$ cat config.mk
export PLATFORM = sky130hd
export DESIGN_NAME = module_registros_arbiter_flat
export DESIGN_NICKNAME = d
export VERILOG_FILES = /design/src/rtl/module_registros_arbiter_pkg.sv /design/src/rtl/module_registros_arbiter_if.sv /design/src/rtl/module_lock_counter.sv /design/src/rtl/module_registros_arbiter.sv /design/src/flat_wrapper.sv
export SDC_FILE = /design/constraint.sdc
export NUM_CORES = 1
export LEC_CHECK = 0
export ABC_AREA = 1
export ABC_CLOCK_PERIOD_IN_PS = 1900
export CORE_ASPECT_RATIO = 1.5
export CORE_MARGIN = 2
export CORE_UTILIZATION = 26
export CTS_CLUSTER_DIAMETER = 30
export DETAILED_ROUTE_END_ITERATION = 8
export GPL_ROUTABILITY_DRIVEN = 0
export PLACE_DENSITY = 0.84
export SLEW_MARGIN = 20
export SYNTH_ARGS = -nofsm -noshare
export SYNTH_HDL_FRONTEND = slang
export SYNTH_SLANG_ARGS = --single-unit
$ cat constraint.sdc
create_clock -name clk_i -period 1.9 [get_ports clk_i]
set_input_delay 0.19 -clock clk_i [delete_from_list [all_inputs] [get_ports clk_i]]
set_output_delay 0.19 -clock clk_i [all_outputs]
set_load 0.05 [all_outputs]
$ cat src/rtl/module_registros_arbiter_pkg.sv
// Shared types and constants for the two-requester register-bank arbiter.
//   state_t    : arbiter FSM states (IDLE, ACCESS, RESP)
//   REQ0/REQ1  : requester indices
//   SEL_R1/R2  : bank register select encodings
//   pick_owner : chooses the requester to grant from a request vector
//   sel_of     : bank register select requested by a given requester
package module_registros_arbiter_pkg;

  typedef enum logic [1:0] {
    IDLE   = 2'd0,
    ACCESS = 2'd1,
    RESP   = 2'd2
  } state_t;

  localparam logic REQ0   = 1'b0;
  localparam logic REQ1   = 1'b1;
  localparam logic SEL_R1 = 1'b0;
  localparam logic SEL_R2 = 1'b1;

  // A lone requester always wins; a tie goes to the priority pointer.
  function automatic logic pick_owner(input logic [1:0] req, input logic ptr);
    logic owner;
    case (req)
      2'b01:   owner = REQ0;
      2'b10:   owner = REQ1;
      default: owner = ptr;
    endcase
    return owner;
  endfunction

  function automatic logic sel_of(input logic [1:0] sel, input logic owner);
    return sel[owner] ? SEL_R2 : SEL_R1;
  endfunction

endpackage

$ cat src/rtl/module_registros_arbiter_if.sv
// Bundle of requester handshake signals and register-bank signals around the
// arbiter.
//   req_i/lock_i/we_i/sel_i : per-requester request, lock, write, register select
//   wdata0_i/wdata1_i       : per-requester write data
//   gnt_o/ack_o             : one-hot grant (ACCESS) and completion pulse (RESP)
//   rdata_o                 : bank data, nonzero only while ack_o is set
//   busy_o/timeout_o        : arbiter not idle / lock forcibly released
//   bank_*                  : single-port bank write/select/data, bank read data
// Modports: slave = arbiter side, master = requesters plus bank side.
interface module_registros_arbiter_if
  import module_registros_arbiter_pkg::*;
#(
  parameter int WIDTH = 32
);
  logic [1:0]       req_i;
  logic [1:0]       lock_i;
  logic [1:0]       we_i;
  logic [1:0]       sel_i;
  logic [WIDTH-1:0] wdata0_i;
  logic [WIDTH-1:0] wdata1_i;
  logic [1:0]       gnt_o;
  logic [1:0]       ack_o;
  logic [WIDTH-1:0] rdata_o;
  logic             busy_o;
  logic             timeout_o;
  logic             bank_we_o;
  logic             bank_sel_o;
  logic [WIDTH-1:0] bank_wdata_o;
  logic [WIDTH-1:0] bank_rdata_i;

  modport slave (
    input  req_i, lock_i, we_i, sel_i, wdata0_i, wdata1_i, bank_rdata_i,
    output gnt_o, ack_o, rdata_o, busy_o, timeout_o,
           bank_we_o, bank_sel_o, bank_wdata_o
  );

  modport master (
    output req_i, lock_i, we_i, sel_i, wdata0_i, wdata1_i, bank_rdata_i,
    input  gnt_o, ack_o, rdata_o, busy_o, timeout_o,
           bank_we_o, bank_sel_o, bank_wdata_o
  );

endinterface

$ cat src/rtl/module_lock_counter.sv
// Counts consecutive chained accesses of the current lock owner.
//   clk_i, rst_i : clock, asynchronous active-low reset
//   clear        : return count to zero (owner leaves, back to IDLE)
//   increment    : one more chained access
//   sat          : count has reached MAX_LOCK-1, no further chaining allowed
module module_lock_counter
  import module_registros_arbiter_pkg::*;
#(
  parameter int MAX_LOCK = 16
) (
  input  logic clk_i,
  input  logic rst_i,
  input  logic clear,
  input  logic increment,
  output logic sat
);

  localparam int CW = $clog2(MAX_LOCK) + 1;
  localparam logic [CW-1:0] LAST = CW'(MAX_LOCK - 1);

  logic [CW-1:0] cnt_reg;

  // Saturates instead of wrapping so a stray increment can never reopen a lock.
  always_ff @(posedge clk_i or negedge rst_i) begin
    if (!rst_i) begin
      cnt_reg <= '0;
    end else if (clear) begin
      cnt_reg <= '0;
    end else if (increment && (cnt_reg != LAST)) begin
      cnt_reg <= cnt_reg + 1'b1;
    end
  end

  assign sat = (cnt_reg == LAST);

endmodule

$ cat src/rtl/module_registros_arbiter.sv
// Round-robin arbiter/sequencer sharing a two-register bank between two
// requesters. Each grant performs one bank access: IDLE -> ACCESS (gnt_o,
// bank strobes) -> RESP (ack_o, rdata_o). A requester holding lock_i and
// req_i chains further accesses straight from RESP into ACCESS, up to
// MAX_LOCK accesses, after which the lock is broken with a timeout_o pulse.
//   clk_i : clock, rising edge
//   rst_i : asynchronous active-low reset
//   bus   : requester and bank signals (slave modport)
module module_registros_arbiter
  import module_registros_arbiter_pkg::*;
#(
  parameter int WIDTH    = 32,
  parameter int MAX_LOCK = 16
) (
  input  logic                         clk_i,
  input  logic                         rst_i,
  module_registros_arbiter_if.slave    bus
);

  state_t state_reg, state_next;
  logic   owner_reg, owner_next;
  logic   ptr_reg, ptr_next;
  logic   sel_reg, sel_next;
  logic   cnt_clear, cnt_inc, cnt_sat;
  logic   lock_hold;

  module_lock_counter #(
    .MAX_LOCK (MAX_LOCK)
  ) u_lock_cnt (
    .clk_i     (clk_i),
    .rst_i     (rst_i),
    .clear     (cnt_clear),
    .increment (cnt_inc),
    .sat       (cnt_sat)
  );

  always_ff @(posedge clk_i or negedge rst_i) begin
    if (!rst_i) begin
      state_reg <= IDLE;
      owner_reg <= REQ0;
      ptr_reg   <= REQ0;
      sel_reg   <= SEL_R1;
    end else begin
      state_reg <= state_next;
      owner_reg <= owner_next;
      ptr_reg   <= ptr_next;
      sel_reg   <= sel_next;
    end
  end

  // All outputs decode from the registered state, so the asynchronous reset
  // forcing IDLE clears every output (including bank_we_o) at once.
  always_comb begin
    state_next       = state_reg;
    owner_next       = owner_reg;
    ptr_next         = ptr_reg;
    sel_next         = sel_reg;
    cnt_clear        = 1'b0;
    cnt_inc          = 1'b0;
    lock_hold        = bus.lock_i[owner_reg] & bus.req_i[owner_reg];
    bus.gnt_o        = 2'b00;
    bus.ack_o        = 2'b00;
    bus.rdata_o      = '0;
    bus.busy_o       = (state_reg != IDLE);
    bus.timeout_o    = 1'b0;
    bus.bank_we_o    = 1'b0;
    bus.bank_sel_o   = SEL_R1;
    bus.bank_wdata_o = '0;

    case (state_reg)
      IDLE: begin
        if (bus.req_i != 2'b00) begin
          owner_next = pick_owner(bus.req_i, ptr_reg);
          state_next = ACCESS;
        end
      end

      ACCESS: begin
        bus.gnt_o[owner_reg] = 1'b1;
        bus.bank_sel_o       = sel_of(bus.sel_i, owner_reg);
        bus.bank_we_o        = bus.we_i[owner_reg];
        bus.bank_wdata_o     = (owner_reg == REQ1) ? bus.wdata1_i : bus.wdata0_i;
        // Keep the select for RESP so the read-back addresses the same register.
        sel_next             = sel_of(bus.sel_i, owner_reg);
        state_next           = RESP;
      end

      RESP: begin
        bus.ack_o[owner_reg] = 1'b1;
        bus.bank_sel_o       = sel_reg;
        bus.rdata_o          = bus.bank_rdata_i;
        if (lock_hold && !cnt_sat) begin
          cnt_inc    = 1'b1;
          state_next = ACCESS;
        end else begin
          // Lock still requested at the limit means it is being broken.
          bus.timeout_o = lock_hold;
          cnt_clear     = 1'b1;
          ptr_next      = ~owner_reg;
          state_next    = IDLE;
        end
      end

      default: begin
        state_next = IDLE;
      end
    endcase
  end

endmodule

$ cat src/flat_wrapper.sv
// flat-port wrapper written by rule: the top's interface ports become plain ports
module module_registros_arbiter_flat import module_registros_arbiter_pkg::*;
#(
  parameter int WIDTH    = 32,
  parameter int MAX_LOCK = 16
)
  (clk_i, rst_i, bus_req_i, bus_lock_i, bus_we_i, bus_sel_i, bus_wdata0_i, bus_wdata1_i, bus_bank_rdata_i, bus_gnt_o, bus_ack_o, bus_rdata_o, bus_busy_o, bus_timeout_o, bus_bank_we_o, bus_bank_sel_o, bus_bank_wdata_o);
  module_registros_arbiter_if #(.WIDTH(WIDTH)) bus_i ();
  input  logic clk_i;
  input  logic rst_i;
  input wire logic [$bits(bus_i.req_i)-1:0] bus_req_i;
  input wire logic [$bits(bus_i.lock_i)-1:0] bus_lock_i;
  input wire logic [$bits(bus_i.we_i)-1:0] bus_we_i;
  input wire logic [$bits(bus_i.sel_i)-1:0] bus_sel_i;
  input wire logic [$bits(bus_i.wdata0_i)-1:0] bus_wdata0_i;
  input wire logic [$bits(bus_i.wdata1_i)-1:0] bus_wdata1_i;
  input wire logic [$bits(bus_i.bank_rdata_i)-1:0] bus_bank_rdata_i;
  output wire logic [$bits(bus_i.gnt_o)-1:0] bus_gnt_o;
  output wire logic [$bits(bus_i.ack_o)-1:0] bus_ack_o;
  output wire logic [$bits(bus_i.rdata_o)-1:0] bus_rdata_o;
  output wire logic [$bits(bus_i.busy_o)-1:0] bus_busy_o;
  output wire logic [$bits(bus_i.timeout_o)-1:0] bus_timeout_o;
  output wire logic [$bits(bus_i.bank_we_o)-1:0] bus_bank_we_o;
  output wire logic [$bits(bus_i.bank_sel_o)-1:0] bus_bank_sel_o;
  output wire logic [$bits(bus_i.bank_wdata_o)-1:0] bus_bank_wdata_o;
  assign bus_i.req_i = bus_req_i;
  assign bus_i.lock_i = bus_lock_i;
  assign bus_i.we_i = bus_we_i;
  assign bus_i.sel_i = bus_sel_i;
  assign bus_i.wdata0_i = bus_wdata0_i;
  assign bus_i.wdata1_i = bus_wdata1_i;
  assign bus_i.bank_rdata_i = bus_bank_rdata_i;
  assign bus_gnt_o = bus_i.gnt_o;
  assign bus_ack_o = bus_i.ack_o;
  assign bus_rdata_o = bus_i.rdata_o;
  assign bus_busy_o = bus_i.busy_o;
  assign bus_timeout_o = bus_i.timeout_o;
  assign bus_bank_we_o = bus_i.bank_we_o;
  assign bus_bank_sel_o = bus_i.bank_sel_o;
  assign bus_bank_wdata_o = bus_i.bank_wdata_o;
  module_registros_arbiter #(.WIDTH(WIDTH), .MAX_LOCK(MAX_LOCK)) u_core (.clk_i(clk_i), .rst_i(rst_i), .bus(bus_i));
endmodule
Word level (Yosys, flattened, before mapping) --
Index checks and enable logic that the tools add are counted. W data, S select, Z words.
Storage, ports and cells: register bits 10, latch bits 0, RAM bits 0, memory bits (read-only) 0, input port bits 106, output and inout bits 72, word-level logic and storage cells 58, memories 0
Cells by class: $add $sub $neg 1, $mul 0, divide/modulo/power cells 0, magnitude comparators 2, eq/ne operators 7, shifts and indexed selects 0, mux-type cells 30, bitwise logic cells 3, reductions and logical operators 10
Operators with widths (count):
- $mux W32 | 3
- $mux W1 | 18
- $mux W5 | 2
- $mux W2 | 3
- $pmux W2 S3 | 1
- $reduce_bool A2 Y1 | 3
- $add A5 B1 Y5 const B | 1
- $eq A5 B4 Y1 const B | 1
- $ne A5 B4 Y1 const B | 1
- $eq A2 B1 Y1 const B | 2
- $eq A2 B2 Y1 const B | 2
- $pmux W1 S2 | 2
- $reduce_and A2 Y1 | 2
- $logic_and A1 B1 Y1 | 3
- $logic_not A2 Y1 | 1
- $lt A1 B2 Y1 const B | 1
- $ne A2 B1 Y1 const B | 1
- $not A1 Y1 | 2
- $and A1 B1 Y1 | 1
- $demux W1 S1 | 1
- $ge A1 B1 Y1 const B | 1
- $logic_not A1 Y1 | 1

Longest topological paths before layout --
word-level depth 9, gate-level depth with buffers 8, mapped depth without buffers 8

Modules after synthesis --
Synthesis repeated with hierarchy kept, for this count alone.
Second synthesis, totals: cells, all modules 207, area total of the unflattened synthesis 1346.3 um^2
Modules (own cells, without submodules):
- module_registros_arbiter | instances 1, cells an instance 171, area each 1078.5 um^2, sequential area each 125.1 um^2
- module_lock_counter | instances 1, cells an instance 36, area each 267.8 um^2, sequential area each 125.1 um^2

Least setup slack after synthesis --
No wires, ideal clock.
kind register -> output, from register u_core.state_reg[0], to output port bus_ack_o[0], arrival 1605 ps, data required time 1710 ps, setup slack 105 ps, stages on the path, launching flop included 6, path buffers 1, cells stage by stage dfrtp_1 -> inv_1 -> ha_1 -> buf_4 -> inv_1 -> nor2_1
Between the ends: word-level cells in the longest chain between the ends 2
RTL lines:
- start: declaration | RTL line module_registros_arbiter.sv:20 | state_t state_reg, state_next;
- start signal: assignment | RTL line module_registros_arbiter.sv:44 | state_reg <= state_next;
- $eq A2 B2 Y1 | RTL line module_registros_arbiter.sv:70 | case (state_reg)
- $mux W2 | RTL line module_registros_arbiter.sv:70
- end: declaration | RTL line flat_wrapper.sv:19 | output wire logic [$bits(bus_i.ack_o)-1:0] bus_ack_o;
Every way passes these cells.

Worst setup path in the final report --
from register u_core.state_reg[1], to output port bus_bank_wdata_o[1]
Between the ends: word-level cells in the longest chain between the ends 2
RTL lines:
- $eq A2 B1 Y1 | RTL line module_registros_arbiter.sv:70
- $mux W32 | RTL line module_registros_arbiter.sv:70
- end: declaration | RTL line flat_wrapper.sv:25 | output wire logic [$bits(bus_i.bank_wdata_o)-1:0] bus_bank_wdata_o;
Every way passes these cells.

==> results.sh <==
export IMPL_run_status="finished clean"
export IMPL_syn_inst=193
export IMPL_syn_area_sq_um=1354
export IMPL_drc=0
export IMPL_postLayoutCellArea_sq_um=4020
export IMPL_ys_seq_elements=10
export IMPL_dr_pass1_iters=4
export IMPL_start_kind="flip-flop"
export IMPL_cp_slowest_cell="dfrtp_1"
export IMPL_power_per_cell_area_nw_per_um2=1503
export IMPL_port_buffers=177
export IMPL_coreArea_sq_um=5085
export IMPL_clk_path_buf_depth=2
export IMPL_largest_register_ffs=5
export IMPL_max_clock_freq_mhz=538.1
export IMPL_skew_ps=1.593
export IMPL_synth_edf_count=0
export IMPL_vdd_drop_max_v=0.001118
export IMPL_diodes=0
export IMPL_hold_viol=0
export IMPL_fillers=329
export IMPL_path_delay_family="flip-flops"
export IMPL_antenna_left=0
export IMPL_synth_top_area_cell="dfrtp_1"
export IMPL_yosys_warnings=0
export IMPL_finalWorstSetupSlack_ps=41.65
export IMPL_max_slew_margin_rel_pct=66.45
export IMPL_synth_area_leaders="dfrtp_1 (18%), a22o_2 (18%), nand2_1 (15%)"
export IMPL_crit_arrival_ps=1670
export IMPL_grt_pass1_wl_mm=11.16
export IMPL_end_kind="output pin"
export IMPL_htree_levels=1
export IMPL_leakagePower_uw=0.001974
export IMPL_viasPerCell=4.599
export IMPL_ys_types=26
export IMPL_wl_mm=7.612
export IMPL_clkLatencyLatePin_ps=240
export IMPL_cap_violations=0
export IMPL_cts_made_buffers=3
export IMPL_whs_ps=267.2
export IMPL_timing_final_crit_share_pct=97.81
export IMPL_async_reset_ff_share_pct=100.0
export IMPL_rsz0062_at_grt="yes"
export IMPL_critical_path_max_stage_delay_ps=400
export IMPL_grt_start_max_net_pins=41
export IMPL_crit_path_cell_trace="inv_2, ha_2, nand2_2, clkinv_8, a22o_2, buf_12"
export IMPL_drive_gt1_share_pct=33.97
export IMPL_dp_slack_ps=176.8
export IMPL_hold_class="input port to asynchronous set/reset pin"
export IMPL_final_nets=484
export IMPL_tightest_slew_ps=503.2
export IMPL_initial_core_util_pct=26.62
export IMPL_final_setup_viol_count=0
export IMPL_worstPathRequired_ps=1710
export IMPL_clk_pin_slew_ps=50
export IMPL_finalCriticalPeriod_ps=1858
export IMPL_hold_buffers=0
export IMPL_die_w_um=62.92
export IMPL_critPathBufInv=3
export IMPL_dieArea_sq_um=5812
export IMPL_cts_tree="done"
export IMPL_cts_sinks=10
export IMPL_crit_type="flip-flop to output pin"
export IMPL_synthToLayoutAreaGrowth_pct=197.0
export IMPL_avgSynthCellArea_sq_um=7.014
export IMPL_synth_nets=308
export IMPL_boundaryPins=178
export IMPL_path_max_fanout=34
export IMPL_post_drt_wl_per_cell_um=17.46
export IMPL_cts_root_buf="clkbuf_8"
export IMPL_placed_cell_area_sq_um=3864
export IMPL_ys_flop_type="dfrtp_1"
export IMPL_rows=32
export IMPL_via_count=2005
export IMPL_grt_overflow_total=0
export IMPL_drv_slew=0
export IMPL_drt_initial_drc_count=78
export IMPL_grt_use_total_pct=24.70
export IMPL_antenna_found_initial=0
export IMPL_dpl_hpwl_mm=6.281
export IMPL_dieHeight_um=92.38
export IMPL_synth_top_area_share_pct=18.48
export IMPL_grt_pass1_vias=2030
export IMPL_yosysSeqAreaShare_pct=18.48
export IMPL_power_uw=6041
[through the flow]
stage                     utilization, %  TNS (ps)  instances
after floorplan                        -         0        193
after global placement             75.98         0        429
after detailed placement           75.98         0        429
after CTS                          77.39         0        433
after global routing               79.06    -901.0        436
final                              79.06         0        436
[report_power, final]
group	leakage, uW	internal (uW)	switching [uW]	total, uW
Sequential	0.000130	288	106	394
Clock	0.0000288	183	90.1	273
Combinational	0.00182	2510	2870	5370
[Yosys cell counts (2+ instances only)]
cell / number
buf_6: 4
nor2_1: 5
ha_1: 9
o21ai_1: 3
inv_1: 47
nand2_2: 3
dfrtp_1: 10
nand3_2: 2
a22o_1: 9
o22ai_1: 2
buf_4: 6
inv_2: 3
nand2_1: 53
a22o_2: 24
o21ai_0: 2
[cell families after synthesis]
family | after synthesis | share of synthesized area [%]
and+or+nand+nor | 69 | 23.85
buffers and inverters | 62 | 21.35
AOI/OAI and AO/OA | 41 | 26.71
DFF | 10 | 18.48
adders and majority gates | 9 | 8.318
xor gates and xnor gates | 2 | 1.294
[placed cells by master, fill, tap and decap left out, types with 2 or more instances in the layout]
cell	netlist	final
o21ai_1	3	3
o21ai_0	2	2
nor2_1	5	5
buf_12	0	73
nand2_2	3	3
dfrtp_1	10	10
nand2_1	53	53
inv_2	3	4
a22o_1	9	6
clkdlybuf4s50_1	0	105
ha_1	9	7
nand3_2	2	2
a22o_2	24	24
o22ai_1	2	2
ha_2	0	2
inv_1	47	45
clkbuf_16	0	2
a22o_4	0	3
clkbuf_8	0	4
buf_4	6	2
[routing by layer]
metal	track usage (%)	routed length, um	vias to the layer above	share of wire, %
li1	-	-	953	-
met2	47.16	4191	115	55
met5	0	0	-	0
met4	5.185	110	0	1.4
met1	25.30	2609	925	34
met3	8.870	701	12	9.2
[path summary, 6_finish.rpt]
kind                                                 to                 from  cells past startpoint  slack, ps
setup / recovery                    bus_bank_wdata_o[1]  u_core.state_reg[1]                      6         40
hold / removal             u_core.u_lock_cnt.cnt_reg[3]                rst_i                      1        270
setup reg to reg           u_core.u_lock_cnt.cnt_reg[3]  u_core.state_reg[0]                      8        360
hold reg to reg                          u_core.sel_reg       u_core.sel_reg                      2        480
max in group asynchronous           u_core.state_reg[1]                rst_i                      1       1320
min in group clk_i                       u_core.sel_reg       u_core.sel_reg                      2        480
[what timing repair did]
item,4_1_cts,5_1_grt
endpoints found under the setup margin,33,36
pin swaps,0,0
cloned,0,2
resized for setup,4,7
setup buffers,0,1
[final cells by class]
| type | instances | area (sq um) | area share (%) |
|---|---|---|---|
| tap | 68 | 85.08 | 2.116 |
| timing repair buffer | 182 | 2577 | 64.11 |
| multi-input combinational | 121 | 845.8 | 21.04 |
| clock buffer | 4 | 55.05 | 1.369 |
| inverter | 51 | 206.4 | 5.135 |
| sequential | 10 | 250.2 | 6.225 |
Power figures use the tool's default switching activity.
